File: config.mk
export PLATFORM = sky130hd
export DESIGN_NAME = n64_cmd_tx_flat
export DESIGN_NICKNAME = d
export VERILOG_FILES = /design/src/rtl/n64_cmd_tx_if.sv /design/src/rtl/n64_cmd_tx.sv /design/src/flat_wrapper.sv
export SDC_FILE = /design/constraint.sdc
export NUM_CORES = 1
export LEC_CHECK = 0
export CAP_MARGIN = 30
export CORE_UTILIZATION = 31
export CTS_CLUSTER_DIAMETER = 200
export DETAILED_ROUTE_END_ITERATION = 8
export PLACE_DENSITY_LB_ADDON = 0.1
export SYNTH_ARGS = -nofsm -noshare
export SYNTH_HDL_FRONTEND = slang
export SYNTH_SLANG_ARGS = --single-unit
File: constraint.sdc
create_clock -name clk_in -period 2.96 [get_ports clk_in]
set_input_delay 0.592 -clock clk_in [delete_from_list [all_inputs] [get_ports clk_in]]
set_output_delay 0.592 -clock clk_in [all_outputs]
set_load 0.02 [all_outputs]
File: src/rtl/n64_cmd_tx_if.sv
// Command handshake between the poll controller and the N64 command serializer.
// Carries the start request and command word down, busy/done status back up.
interface n64_cmd_tx_if #(
  parameter int unsigned NBITS = 8
);
  logic             start;
  logic [NBITS-1:0] data_in;
  logic             busy;
  logic             done;

  modport master (output start, output data_in, input busy, input done);
  modport slave  (input start, input data_in, output busy, output done);
endinterface

File: src/rtl/n64_cmd_tx.sv
// N64 one-wire command serializer: quarter-slot encoding (0 = LLLH, 1 = LHHH, stop = LHH).
// Optional N64_CMD_TX_ABORT_EN adds an abort input that returns any transfer to idle.
module n64_cmd_tx #(
  parameter int unsigned NBITS = 8
) (
  input  logic            clk_in,
  input  logic            rstn,
  input  logic            tick_in,
`ifdef N64_CMD_TX_ABORT_EN
  input  logic            abort,
`endif
  n64_cmd_tx_if.slave     bus,
  output logic            line_oe
);

  typedef enum logic [1:0] {IDLE, ARM, BIT, STOP} state_t;

  localparam int unsigned   CW   = $clog2(NBITS + 1);
  localparam logic [CW-1:0] LAST = CW'(NBITS - 1);

  state_t            state, state_n;
  logic [NBITS-1:0]  shreg, shreg_n;
  logic [CW-1:0]     bit_cnt, bit_cnt_n;
  logic [1:0]        q, q_n;
  logic              tick_q;
  logic              tick_rise;
  logic              oe_n;
  logic              done_n;
  logic              kill;

  assign tick_rise = tick_in & ~tick_q;

`ifdef N64_CMD_TX_ABORT_EN
  assign kill = abort;
`else
  assign kill = 1'b0;
`endif

  always_comb begin
    state_n   = state;
    shreg_n   = shreg;
    bit_cnt_n = bit_cnt;
    q_n       = q;
    done_n    = 1'b0;
    if (kill && (state != IDLE)) begin
      state_n = IDLE;
      q_n     = '0;
    end else begin
      case (state)
        IDLE: begin
          if (bus.start) begin
            shreg_n   = bus.data_in;
            bit_cnt_n = '0;
            q_n       = '0;
            state_n   = ARM;
          end
        end
        ARM: begin
          if (tick_rise) begin
            state_n = BIT;
            q_n     = '0;
          end
        end
        BIT: begin
          if (tick_rise) begin
            if (q == 2'd3) begin
              shreg_n   = shreg << 1;
              bit_cnt_n = bit_cnt + 1'b1;
              q_n       = '0;
              if (bit_cnt == LAST) state_n = STOP;
            end else begin
              q_n = q + 2'd1;
            end
          end
        end
        STOP: begin
          if (tick_rise) begin
            if (q == 2'd2) begin
              state_n = IDLE;
              q_n     = '0;
              done_n  = 1'b1;
            end else begin
              q_n = q + 2'd1;
            end
          end
        end
        default: state_n = IDLE;
      endcase
    end

    // Line level is decoded from the next state so it is registered alongside it.
    oe_n = 1'b0;
    case (state_n)
      BIT:     oe_n = (q_n == 2'd0) | ((q_n != 2'd3) & ~shreg_n[NBITS-1]);
      STOP:    oe_n = (q_n == 2'd0);
      default: oe_n = 1'b0;
    endcase
  end

  always_ff @(posedge clk_in or negedge rstn) begin
    if (!rstn) begin
      state    <= IDLE;
      shreg    <= '0;
      bit_cnt  <= '0;
      q        <= '0;
      tick_q   <= 1'b0;
      line_oe  <= 1'b0;
      bus.busy <= 1'b0;
      bus.done <= 1'b0;
    end else begin
      state    <= state_n;
      shreg    <= shreg_n;
      bit_cnt  <= bit_cnt_n;
      q        <= q_n;
      tick_q   <= tick_in;
      line_oe  <= oe_n;
      bus.busy <= (state_n != IDLE);
      bus.done <= done_n;
    end
  end

endmodule

File: src/flat_wrapper.sv
// flat-port wrapper written by rule: the top's interface ports become plain ports
module n64_cmd_tx_flat 
#(
  parameter int unsigned NBITS = 8
)
  (clk_in, rstn, tick_in, line_oe, bus_start, bus_data_in, bus_busy, bus_done);
  n64_cmd_tx_if #(.NBITS(NBITS)) bus_i ();
  input  logic clk_in;
  input  logic rstn;
  input  logic tick_in;
  output logic line_oe;
  input wire logic [$bits(bus_i.start)-1:0] bus_start;
  input wire logic [$bits(bus_i.data_in)-1:0] bus_data_in;
  output wire logic [$bits(bus_i.busy)-1:0] bus_busy;
  output wire logic [$bits(bus_i.done)-1:0] bus_done;
  assign bus_i.start = bus_start;
  assign bus_i.data_in = bus_data_in;
  assign bus_busy = bus_i.busy;
  assign bus_done = bus_i.done;
  n64_cmd_tx #(.NBITS(NBITS)) u_core (.clk_in(clk_in), .rstn(rstn), .tick_in(tick_in), .bus(bus_i), .line_oe(line_oe));
endmodule
==> results.sh, run 1 <==
export IMPL_wl_met2_microns=859
export IMPL_rsz0062_at_grt="false"
export IMPL_antenna_found_initial=0
export IMPL_cts_sink_count=20
export IMPL_viasPerCell=4.642
export IMPL_ys_types=33
export IMPL_htree_levels=1
export IMPL_numPortBuffers=14
export IMPL_cts_made_buffers=3
export IMPL_synthTopCellsByCount="dfrtp_1 (20), nand2_1 (18), inv_1 (11)"
export IMPL_ys_async_sr_fraction_pct=100.0
export IMPL_drv_slew=0
export IMPL_floorplan_die_height_microns=60.78
export IMPL_finalSetupViolCount=0
export IMPL_synth_xor_area_share_pct=0.8178
export IMPL_grt_ovfl_total=0
export IMPL_place_congestion=0.7169
export IMPL_vdd_ir_drop_max_uv=409.1
export IMPL_hold_class="flop to flop"
export IMPL_cts_resized=0
export IMPL_synth_top_area_cell="dfrtp_1"
export IMPL_worst_slew_pin_transition_ps=498.9
export IMPL_end_kind="flop"
export IMPL_dp_hpwl_microns=1361
export IMPL_area_growth_syn_to_layout_pct=21.14
export IMPL_remaining_drc_errors=0
export IMPL_max_freq_mhz=492.9
export IMPL_fin_nets=136
export IMPL_grt_max_degree=21
export IMPL_dp_cells=158
export IMPL_seqCellArea_sq_um=500.5
export IMPL_core_sq_um=3153
export IMPL_clockBufferDepth=2
export IMPL_synth_area_leaders="dfrtp_1 (47%), nand2_1 (6.3%), ha_1 (5.8%), a22oi_1 (4.9%), inv_1 (3.9%)"
export IMPL_synth_top_family_by_area="compound AO/OA/AOI/OAI gates"
export IMPL_finalCriticalPeriod_ps=2029
export IMPL_synthCells=103
export IMPL_dpl_worst_slack_ps=614.9
export IMPL_fin_skew_ps=3.623
export IMPL_critPathMaxFanout=7
export IMPL_cap_viol_max_count=0
export IMPL_final_core_util_pct=41.15
export IMPL_r2r_start="u_core.q[0]"
export IMPL_nFillCells=324
export IMPL_synth_edf_count=0
export IMPL_synth_most_common_cell="dfrtp_1"
export IMPL_syn_avg_cell_area_sq_um=10.40
export IMPL_clock_latency_ps=300
export IMPL_setup_tns_final_ps=0
export IMPL_multi_input_area_sq_um=493.0
export IMPL_cp_top_family="compound AO/OA/AOI/OAI gates"
export IMPL_cts_hold_buf=0
export IMPL_hold_viol=0
export IMPL_critPathBufInv=1
export IMPL_timing_final_ws_setup_ps=931.3
export IMPL_cp_arrival_ps=2260
export IMPL_synth_simple_area_share_pct=17.17
export IMPL_start_util_pct=33.97
export IMPL_slew_headroom_pct=66.74
export IMPL_final_cells=162
export IMPL_wl_per_cell_microns=12.07
export IMPL_dr_first_iter_drc_count=20
export IMPL_wirelength_met1_microns=1029
export IMPL_syn_cell_area_sq_um=1071
export IMPL_worst_endpoint_required_ps=3200
export IMPL_status="complete, no violations"
export IMPL_rows=20
export IMPL_path_cells="clkdlybuf4s50_1, nor2b_1, o21ai_0, a211oi_2, o211ai_1, a21oi_2"
export IMPL_drt_total_wl_microns=1955
export IMPL_drtPass1Iterations=2
export IMPL_cts_setup_buffers=0
export IMPL_synthFlopType="dfrtp_1"
export IMPL_p_per_area_nw_per_um2=903.9
export IMPL_detail_route_antenna_nets=0
export IMPL_antenna_cells=0
export IMPL_clk_pin_slew_ps=120
export IMPL_root_buffer="clkbuf_4"
export IMPL_setup_worst_path_start_class="input pin"
export IMPL_cts_tree="done"
export IMPL_ys_seq_area_share_pct=46.73
export IMPL_ios=15
export IMPL_cp_slowest_stage_delay_ps=490
export IMPL_min_period_over_period_pct=68.54
export IMPL_p_leak_nw=0.5938
export IMPL_grt_pass1_wl_microns=3381
export IMPL_dr_total_vias=752
export IMPL_slowest_stage="clkdlybuf4s50_1"
export IMPL_min_from="u_core.shreg[2]"
export IMPL_dr_wl_met3_microns=47
export IMPL_p_total_mw=1.173
export IMPL_synth_fp_nets=120
export IMPL_die_w_microns=60.78
export IMPL_die_area_sq_um=3694
export IMPL_synth_seq_cells=20
export IMPL_crit_type="input pin to flop"
export IMPL_top_layer="met4"
export IMPL_synthAdderAreaFrac_pct=5.841
export IMPL_grt_usage_pct=12.68
export IMPL_drive_gt1_share_pct=14.41
export IMPL_yosys_area_top_type_share_pct=46.73
export IMPL_grt_pass1_vias=760
export IMPL_startpoint="tick_in"
export IMPL_synth_compound_area_share_pct=17.29
export IMPL_ys_warn_count=0
export IMPL_synthMuxAreaShare_pct=4.907
[layout by cell type (no fill, tap or decap), types with 2 or more instances in the layout]
| cell type | synthesis | final |
|---|---|---|
| buf_4 | 1 | 2 |
| dfrtp_1 | 20 | 20 |
| mux2i_1 | 3 | 3 |
| a21oi_2 | 2 | 2 |
| clkdlybuf4s50_1 | 0 | 14 |
| ha_1 | 5 | 5 |
| a22oi_1 | 7 | 7 |
| clkbuf_4 | 1 | 3 |
| nor2_1 | 2 | 2 |
| o21ai_0 | 6 | 6 |
| o211ai_1 | 3 | 3 |
| nand2_1 | 18 | 18 |
| inv_1 | 11 | 11 |
| mux2_2 | 2 | 2 |
| nand3_1 | 2 | 2 |
[where the power goes]
part | leakage [nW] | internal [mW] | switching, mW
sequential | 0.245 | 0.384 | 0.126
combinational | 0.321 | 0.215 | 0.223
clock | 0.0279 | 0.137 | 0.0877
[state kept, by name, indices dropped and copies added, names as in the netlist]
register,cells
u_core.shreg,8
u_core.bit_cnt,4
u_core.q,2
u_core.state,2
u_core.bus.busy,1
u_core.bus.done,1
u_core.line_oe,1
u_core.tick_q,1
[final timing paths]
| kind | slack, ps | endpoint | cells past startpoint |
|---|---|---|---|
| min | 490 | u_core.shreg[2] | 2 |
| min reg2reg | 490 | u_core.shreg[2] | 2 |
| max | 930 | u_core.line_oe | 6 |
| max reg2reg | 1150 | u_core.line_oe | 6 |
| max in group asynchronous | 2130 | u_core.bus.busy | 2 |
| min in group asynchronous | 620 | u_core.bit_cnt[1] | 2 |
[cell type report]
class	count	share of cell area, %
Inverter	11	3.182
Timing Repair Buffer	16	11.96
Clock inverter	1	2.314
Multi-Input combinational cell	67	37.99
Tap cell	44	4.243
Sequential cell	20	38.57
Clock buffer	3	1.736
[tightest hold or removal path: stages (launching register included)]
cell and delay (ps):
dfrtp_1 360, nand2_1 50, nand2_1 60
[cells by family after synthesis]
family                   after synthesis
AND/OR/NAND/NOR                       33
flip-flops                            20
buffers and inverters                 16
adder cells (fa/ha/maj)                5
XOR/XNOR                               1
multiplexers                           5
AO/OA/AOI/OAI                         23
[per-stage QoR]
stage                     hold slack [ps]  area [sq um]
after CTS                           501.6          1297
after floorplan                     296.4          1071
after detailed placement            463.3          1245
final                               494.7          1297
after global routing                524.4          1297
after global placement              465.4          1245
[metal layers]
layer	vias to the layer above	track usage, %
met4	0	5.844
met1	358	16.95
met5	-	0
met2	8	19.78
met3	2	2.559
li1	384	-
Power figures use the tool's default switching activity.
==> run 2: changes to the inputs <==
==> constraint.sdc (replaced) <==
create_clock -name clk_in -period 1.64 [get_ports clk_in]
set_input_delay 0.328 -clock clk_in [delete_from_list [all_inputs] [get_ports clk_in]]
set_output_delay 0.328 -clock clk_in [all_outputs]
set_load 0.02 [all_outputs]
==> run 2 against run 1 <==
The run now ends with negative setup slack left. Critical path depth is the same. Sequential power grew 72%. Global-route usage grew 1.2 points. Critical path type is now flop to flop. Highest routed layer unchanged.
==> results.sh, run 2 (synthesis results as in run 1) <==
export IMPL_antenna_cells=0
export IMPL_slew_headroom_pct=79.21
export IMPL_cts_tree="done"
export IMPL_multi_input_area_sq_um=521.8
export IMPL_pwr_share_clk_pct=12.1
export IMPL_largest_registers="u_core.shreg x8, u_core.bit_cnt x4"
export IMPL_power_switching_mw=0.8748
export IMPL_dpl_worst_slack_ps=-197.0
export IMPL_grt_pass1_vias=837
export IMPL_dr_total_vias=835
export IMPL_dr_first_iter_drc_count=27
export IMPL_p_per_area_nw_per_um2=1598
export IMPL_drv_slew=0
export IMPL_clock_latency_ps=300
export IMPL_end_kind="flop"
export IMPL_finalSetupViolCount=1
export IMPL_top_layer="met4"
export IMPL_startpoint="u_core.q[1]"
export IMPL_min_period_over_period_pct=100.6
export IMPL_pwr_share_seq_pct=36.9
export IMPL_finalCriticalPeriod_ps=1649
export IMPL_antenna_found_initial=0
export IMPL_core_sq_um=3153
export IMPL_p_comb_share_pct=51.0
export IMPL_final_cell_mix="buf_4 (25), dfrtp_1 (20), nand2_1 (18), clkdlybuf4s50_1 (13), inv_1 (11)"
export IMPL_largest_reg_flops=8
export IMPL_cts_hold_buf=0
export IMPL_final_common_cell="buf_4"
export IMPL_p_total_mw=2.373
export IMPL_hold_ws_ps=350.9
export IMPL_rsz0062_at_grt="true"
export IMPL_r2r_start="u_core.q[1]"
export IMPL_worst_endpoint_required_ps=1880
export IMPL_fin_skew_ps=9.127
export IMPL_drive_gt1_share_pct=32.62
export IMPL_numPortBuffers=14
export IMPL_detail_route_antenna_nets=0
export IMPL_cts_made_buffers=3
export IMPL_cap_viol_max_count=0
export IMPL_hold_class="input pin to async pin"
export IMPL_seqCellArea_sq_um=500.5
export IMPL_vdd_ir_drop_max_uv=676.3
export IMPL_grt_usage_pct=13.89
export IMPL_floorplan_die_height_microns=60.78
export IMPL_root_buffer="clkbuf_4"
export IMPL_ios=15
export IMPL_rows=20
export IMPL_viasPerCell=4.514
export IMPL_cts_sink_count=20
export IMPL_drt_total_wl_microns=2209
export IMPL_regMostFlops="u_core.shreg"
export IMPL_p_leak_nw=0.7113
export IMPL_crit_type="flop to flop"
export IMPL_max_freq_mhz=606.3
export IMPL_drtPass1Iterations=4
export IMPL_critPathMaxFanout=5
export IMPL_switching_share_pct=36.86
export IMPL_dp_cells=178
export IMPL_worst_slew_pin_transition_ps=310.5
export IMPL_internal_power_mw=1.498
export IMPL_wl_met2_microns=1104
export IMPL_status="finished with violations"
export IMPL_placed_cell_area_sq_um=1395
export IMPL_dr_wl_met3_microns=105
export IMPL_wirelength_met1_microns=985
export IMPL_die_area_sq_um=3694
export IMPL_clk_pin_slew_ps=120
export IMPL_cp_arrival_ps=1890
export IMPL_setup_tns_final_ps=-9.320
export IMPL_htree_levels=1
export IMPL_grt_ovfl_total=0
export IMPL_area_growth_syn_to_layout_pct=38.67
export IMPL_finalInstanceArea_sq_um=1485
export IMPL_timing_final_ws_setup_ps=-9.320
export IMPL_fin_nets=159
export IMPL_final_core_util_pct=47.10
export IMPL_remaining_drc_errors=0
export IMPL_nFillCells=315
export IMPL_grt_pass1_wl_microns=3691
export IMPL_place_congestion=0.7815
export IMPL_grt_max_degree=21
export IMPL_setup_worst_path_start_class="flop"
export IMPL_wl_per_cell_microns=11.94
export IMPL_violations="negative setup slack"
export IMPL_final_cells=185
export IMPL_clockBufferDepth=2
export IMPL_hold_viol=0
export IMPL_die_w_microns=60.78
export IMPL_start_util_pct=33.97
export IMPL_dp_hpwl_microns=1659
[run 2: changes by cell type in the layout (fill, tap and decap cells not counted), sizes merged]
| cell | change |
|---|---|
| buf | +23 |
| bufinv | -1 |
| clkbuf | +1 |
| clkdlybuf4s50 | -1 |
| dlymetal6s2s | +1 |
[run 2: metal layers]
metal  track usage, %  up-vias
li1                 -      430
met4            3.896        0
met5                0        -
met2            24.33       15
met3            3.838        2
met1            16.69      388
[run 2: timing repair]
item | in CTS | in global routing
pin swaps | 4 | 7
resized for setup | 1 | 6
setup endpoints to repair | 1 | 8
buffers inserted | 2 | 1
[run 2: final cells by class]
class / count / share of cell area, %
Clock buffer: 4 / 2.443
Inverter: 11 / 2.780
Multi-Input combinational cell: 67 / 35.13
Sequential cell: 20 / 33.70
Tap cell: 44 / 3.707
Timing Repair Buffer: 39 / 22.24
[run 2: final timing paths]
path | end | slack, ps | depth (start not counted)
setup / recovery | u_core.line_oe | -9 | 6
setup reg to reg | u_core.line_oe | -9 | 6
min in group clk_in | u_core.shreg[5] | 490 | 2
max in group asynchronous | u_core.shreg[7] | 1070 | 2
hold reg to reg | u_core.shreg[5] | 490 | 2
hold / removal | u_core.tick_q | 350 | 2
[run 2: power by group through the flow]
stage                     registers [mW]  clock network (mW)  logic [mW]
final                              0.877               0.287        1.21
after global routing               0.902               0.326        1.35
after CTS                          0.875               0.309        1.18
after detailed placement           0.885                   0        1.15
after global placement             0.889                   0        1.13
after floorplan                    0.859                   0       0.664
[run 2: worst max-delay path, cell delays in order, from the launching register on]
cell and delay (ps):
dfrtp_1 440, ha_2 220, and4bb_4 210, and2_4 160, a221oi_4 290, o211ai_1 140
a21oi_2 130
==> run 3: changes to the inputs <==
--- a/config.mk
+++ b/config.mk
@@ -9,7 +9,9 @@
 export CORE_UTILIZATION = 31
 export CTS_CLUSTER_DIAMETER = 200
 export DETAILED_ROUTE_END_ITERATION = 8
+export DONT_BUFFER_PORTS = 1
 export PLACE_DENSITY_LB_ADDON = 0.1
+export SLEW_MARGIN = 15
 export SYNTH_ARGS = -nofsm -noshare
 export SYNTH_HDL_FRONTEND = slang
 export SYNTH_SLANG_ARGS = --single-unit
==> run 3 against run 2 <==
The flow now finishes without violations. Routed wire length decreased by 3.5%. Die area unchanged. Worst setup slack improved by 40 ps. Final area decreased by 13%. Critical endpoint unchanged. Largest power group unchanged.
==> results.sh, run 3 (synthesis results as in run 1) <==
export IMPL_regMostFlops="u_core.shreg"
export IMPL_start_util_pct=33.97
export IMPL_path_cells="buf_6, inv_4, buf_4, ha_1, o21ai_0, a211oi_2, o211ai_1, a21oi_2"
export IMPL_ios=15
export IMPL_numPortBuffers=0
export IMPL_cap_viol_max_count=0
export IMPL_min_from="tick_in"
export IMPL_final_cell_mix="dfrtp_1 (20), nand2_1 (18), buf_4 (13), inv_1 (10)"
export IMPL_cp_top_family="compound AO/OA/AOI/OAI gates"
export IMPL_detail_route_antenna_nets=0
export IMPL_clk_pin_slew_ps=120
export IMPL_viasPerCell=4.773
export IMPL_reg2reg_depth=8
export IMPL_clock_latency_ps=300
export IMPL_slowest_stage="dfrtp_1"
export IMPL_drive_gt1_share_pct=29.41
export IMPL_largest_registers="u_core.shreg x8, u_core.bit_cnt x4"
export IMPL_remaining_drc_errors=0
export IMPL_rsz0062_at_grt="true"
export IMPL_grt_pass1_wl_microns=3436
export IMPL_vdd_ir_drop_max_uv=869.1
export IMPL_antenna_cells=0
export IMPL_grt_pass1_vias=783
export IMPL_hold_class="input pin to flop"
export IMPL_finalCriticalPeriod_ps=1609
export IMPL_drt_total_wl_microns=2131
export IMPL_fin_nets=137
export IMPL_final_common_cell="dfrtp_1"
export IMPL_die_area_sq_um=3694
export IMPL_dp_hpwl_microns=1624
export IMPL_cts_sink_count=20
export IMPL_dp_cells=155
export IMPL_worst_endpoint_required_ps=1870
export IMPL_crit_type="flop to flop"
export IMPL_hold_ws_ps=36.42
export IMPL_hold_end="u_core.tick_q"
export IMPL_place_congestion=0.8002
export IMPL_setup_worst_path_start_class="flop"
export IMPL_htree_levels=1
export IMPL_core_sq_um=3153
export IMPL_area_growth_syn_to_layout_pct=21.26
export IMPL_setup_tns_final_ps=0
export IMPL_status="complete, no violations"
export IMPL_grt_usage_pct=13.00
export IMPL_reg2reg_to="u_core.line_oe"
export IMPL_finalSetupViolCount=0
export IMPL_clockBufferDepth=2
export IMPL_dr_first_iter_drc_count=46
export IMPL_final_cells=163
export IMPL_critPathBufInv=3
export IMPL_cts_made_buffers=3
export IMPL_hold_viol=0
export IMPL_p_leak_nw=0.6094
export IMPL_p_total_mw=2.270
export IMPL_min_path_cells=0
export IMPL_slew_headroom_pct=76.70
export IMPL_p_per_area_nw_per_um2=1748
export IMPL_drv_slew=0
export IMPL_max_freq_mhz=621.4
export IMPL_antenna_found_initial=0
export IMPL_min_period_over_period_pct=98.13
export IMPL_root_buffer="clkbuf_4"
export IMPL_cp_slowest_stage_delay_ps=410
export IMPL_cp_arrival_ps=1840
export IMPL_rows=20
export IMPL_die_w_microns=60.78
export IMPL_cts_tree="done"
export IMPL_wl_per_cell_microns=13.07
export IMPL_critPathMaxFanout=4
export IMPL_drtPass1Iterations=4
export IMPL_grt_max_degree=21
export IMPL_rrSetupSlack_ps=30
export IMPL_floorplan_die_height_microns=60.78
export IMPL_worst_slew_pin_transition_ps=344.6
export IMPL_r2r_start="u_core.q[0]"
export IMPL_dr_total_vias=778
export IMPL_grt_ovfl_total=0
export IMPL_fin_skew_ps=15.58
export IMPL_end_kind="flop"
export IMPL_largest_reg_flops=8
-- run 3: changes by cell type in the layout (fill, tap and decap cells not counted), moves of 2 or more --
cell | previous run | this run
a22oi_1 | 3 | 6
buf_4 | 25 | 13
a22oi_2 | 4 | 1
clkdlybuf4s50_1 | 13 | 0
buf_6 | 0 | 2
-- run 3: worst max path at each step --
stage	end	startpoint	cells after the start
2_1_floorplan	u_core.bit_cnt[2]	u_core.q[0]	7
3_3_place_gp	u_core.line_oe	u_core.q[1]	6
3_5_place_dp	u_core.line_oe	u_core.q[1]	6
4_1_cts	u_core.line_oe	u_core.q[0]	8
5_1_grt	u_core.bit_cnt[3]	u_core.q[1]	7
6_report	u_core.line_oe	u_core.q[0]	8
-- run 3: worst register-to-register path: stages (launching register included) --
cell and delay [ps]:
dfrtp_1 410, buf_6 130, inv_4 50, buf_4 110, ha_1 160, o21ai_0 110
a211oi_2 280, o211ai_1 150, a21oi_2 150
-- run 3: per-layer routing --
layer  GRT usage, %  wire [microns]  up-vias  share of wire (%)
li1               -               -      383                  -
met3          4.478             156        2                7.3
met4          4.221              14        0               0.66
met5              0               0        -                  0
met2          22.29            1032       17                 48
met1          15.22             928      376                 44
-- run 3: area by class of cell --
cell class | instances | area, sq um
Fill cell | 334 | 1854
Inverter | 11 | 43.79
Sequential cell | 20 | 500.5
Tap cell | 44 | 55.05
Timing Repair Buffer | 17 | 150.1
Multi-Input combinational cell | 67 | 513.0
Clock buffer | 4 | 36.28
-- run 3: report_power, final --
part           internal [mW]  leakage, nW  switching (mW)  total [mW]
Clock                  0.135       0.0210           0.147       0.283
Sequential             0.695        0.245           0.194       0.889
Combinational          0.577        0.344           0.521        1.10
Total                   1.41        0.609           0.862        2.27
-- run 3: per-stage QoR --
| step | util [%] | cell area, sq um | setup WS [ps] |
|---|---|---|---|
| after CTS | 40.00 | 1261 | 27.02 |
| after detailed placement | 38.06 | 1200 | -12.20 |
| final | 41.19 | 1299 | 30.72 |
| after global routing | 41.19 | 1299 | -71.66 |
| after global placement | 38.06 | 1200 | 18.54 |
| after floorplan | - | 1071 | 35.92 |
-- run 3: what timing repair did --
item / in CTS / in global routing
buffers inserted: 1 / 1
pin swaps: 1 / 6
resized for setup: 2 / 4
gates cloned: 0 / 0
hold buffers: 1 / 0
hold endpoints to repair: 20 / 0
endpoints found under the setup margin: 1 / 3
==> variant: new RTL, settings of run 3 <==
Put one more register stage on the output `line_oe`, without a reset. The value now appears one clock later. The other outputs are not delayed to match.
--- a/src/rtl/n64_cmd_tx.sv
+++ b/src/rtl/n64_cmd_tx.sv
@@ -19,2 +19,4 @@
   localparam logic [CW-1:0] LAST = CW'(NBITS - 1);
+
+  logic line_oe_s0;
 
@@ -106,3 +108,3 @@
       tick_q   <= 1'b0;
-      line_oe  <= 1'b0;
+      line_oe_s0 <= 1'b0;
       bus.busy <= 1'b0;
@@ -115,3 +117,3 @@
       tick_q   <= tick_in;
-      line_oe  <= oe_n;
+      line_oe_s0 <= oe_n;
       bus.busy <= (state_n != IDLE);
@@ -121,2 +123,6 @@
 
+  always_ff @(posedge clk_in) begin
+    line_oe <= line_oe_s0;
+  end
+
 endmodule
Function: changed (Yosys sat finds a counterexample within 4 cycles, from zero or initial values and one cycle with rstn low).
==> variant against run 3 <==
The flow now finishes with violations (setup timing); worst hold slack better by 0.0021 ns; sequential cell count grew 1; clock power shrank 7.8%; sequential power up 6.3%; total power down 2.9%; sequential share of layout area is 1.2 points higher; area after synthesis grew 1.9%; design area grew 0.87%; wire length grew 4.9%; worst setup slack worse by 0.038 ns; critical path depth down 2; highest routed layer unchanged.
==> variant: results (changes against run 3) <==
Status
  • Outcome: finished, violations left (was finished, final reports clean)
  • Failing checks: setup timing

STA
  • PnR worst setup slack: -0.00735 ns (was 0.0307 ns)
  • Final setup fails: 1 (was 0)
  • Worst-Margin Slew: 0.411 ns (was 0.345 ns)
  • Clock skew: 0.00835 ns (was 0.0156 ns)
  • Setup TNS: -0.00735 ns (was 0 ns)
  • Hold Slack: 0.0386 ns (was 0.0364 ns)

GRT
  • Vias in the first global route: 708 (was 783)
  • Total GRT Usage: 0.135 (was 0.130)
  • First-pass GRT wire length: 3.54 mm (was 3.44 mm)

Setup path
  • R2R cell count: 6 (was 8)
  • Worst-path fanout max: 4 (unchanged)
  • Max incr delay on CP: 0.44 ns (was 0.41 ns)
  • Crit-path slowest cell: dfrtp_1 (unchanged)
  • FF-to-FF End: u_core.line_oe_s0 (was u_core.line_oe)
  • Worst path top cell family by delay: compound AO/OA/AOI/OAI gates (unchanged)
  • CP arrival: 1.89 ns (was 1.84 ns)

Pwr
  • Sw Share: 0.394 (was 0.380)
  • Worst vdd ir: 0.440 mV (was 0.869 mV)
  • Leak: 0.619 nW (was 0.609 nW)

Layout
  • Top flop regs: u_core.shreg (8), u_core.bit_cnt (4) (unchanged)
  • Filler-free cell count of the finished design: 168 (was 163)
  • FILL cells: 378 (was 334)
  • Antenna Cells: 0 (unchanged)
  • Layout cells sized above 1: 0.295 (was 0.294)
  • Final nets: 140 (was 137)

Synthesis
  • Post-synth ARST share: 0.952 (was 1.00)
  • Post-synthesis sequential area ratio: 0.477 (was 0.467)
  • Commonest cells in the netlist: 20 x dfrtp_1, 18 x nand2_1, 11 x inv_1, 7 x a22oi_1, 6 x o21ai_0 (unchanged)
  • Ranking of synthesized cells by area: dfrtp_1 46%, nand2_1 6.2%, ha_1 5.7% (was dfrtp_1 47%, nand2_1 6.3%, ha_1 5.8%)
  • Syn Nets: 121 (was 120)
  • Ys Warns: 0 (unchanged)
  • Mapped Cells: 104 (was 103)
  • Area share of the largest cell type after synthesis: 0.459 (was 0.467)
  • Library cells used by synthesis: 34 (was 33)

Placement
  • HPWL Detailed: 1.56 mm (was 1.62 mm)
  • Dpl cells: 158 (was 155)
  • # port buffers: 0 (unchanged)
  • Final weighted congestion of routability-driven global placement: 0.828 (was 0.800)
  • Post-DP Area: 1210 um^2 (was 1200 um^2)
  • Worst slack, placed: -0.0330 ns (was -0.0122 ns)

Route
  • Drt first pass iters: 4 (unchanged)
  • WL final: 2.24 mm (was 2.13 mm)
  • Antenna-violating nets left: 0 (unchanged)
  • DRT iter0 DRCs: 18 (was 46)
  • Total number of vias: 779 (was 778)

Hold path
  • Hold Crit Depth: 0 (unchanged)

CTS
  • Clock buffer depth: 2 (unchanged)
  • Worst-path clk slew: 0.12 ns (about the same)
  • Clock root cell: clkbuf_4 (unchanged)
variant: worst max-delay path by stage:
stage                start           endpoint  slack, ns  cells after the start
6_report       u_core.q[0]  u_core.line_oe_s0     -0.007                      6
5_1_grt        u_core.q[0]  u_core.line_oe_s0      -0.11                      7
3_5_place_dp   u_core.q[0]  u_core.line_oe_s0      -0.03                      6
4_1_cts        u_core.q[1]  u_core.bit_cnt[3]    -0.0008                      7
2_1_floorplan  u_core.q[0]  u_core.bit_cnt[2]       0.04                      7
3_3_place_gp   u_core.q[0]  u_core.line_oe_s0     -0.003                      6
variant: metal layers:
| metal | GRT usage | wire length, um |
|---|---|---|
| met5 | 0 | 0 |
| met4 | 0.0390 | 15 |
| met3 | 0.0462 | 96 |
| met2 | 0.205 | 1060 |
| met1 | 0.181 | 1060 |
variant: logic make-up after synthesis:
kind of cell | share of synthesized area
and+or+nand+nor | 0.169
AOI/OAI and AO/OA | 0.170
DFF | 0.477
buffers and inverters | 0.0711
muxes | 0.0482
adders and majority gates | 0.0573
xor gates and xnor gates | 0.00803
variant: layout make-up:
cell class	count	area, um^2	area share
Clock buffer	4	26.3	0.0201
Inverter	11	41.3	0.0315
Multi-Input combinational cell	67	512	0.391
Sequential cell	21	520	0.397
Tap cell	46	57.6	0.0439
Timing Repair Buffer	19	153	0.117
variant: power by group through the flow:
stage | Sequential, mW | Clock, mW | Combinational (mW)
6_report | 0.945 | 0.261 | 0.998
5_1_grt | 0.982 | 0.296 | 1.11
4_1_cts | 0.940 | 0.276 | 0.943
3_5_place_dp | 0.951 | 0 | 0.905
3_3_place_gp | 0.957 | 0 | 0.898
2_1_floorplan | 0.899 | 0 | 0.664
variant: repair_timing:
item,CTS,global route
resized for setup,1,4
hold buffers,1,0
setup endpoints to repair,2,5
pin swaps,3,2
hold endpoints to repair,20,0
buffers inserted,1,3
gates cloned,0,0
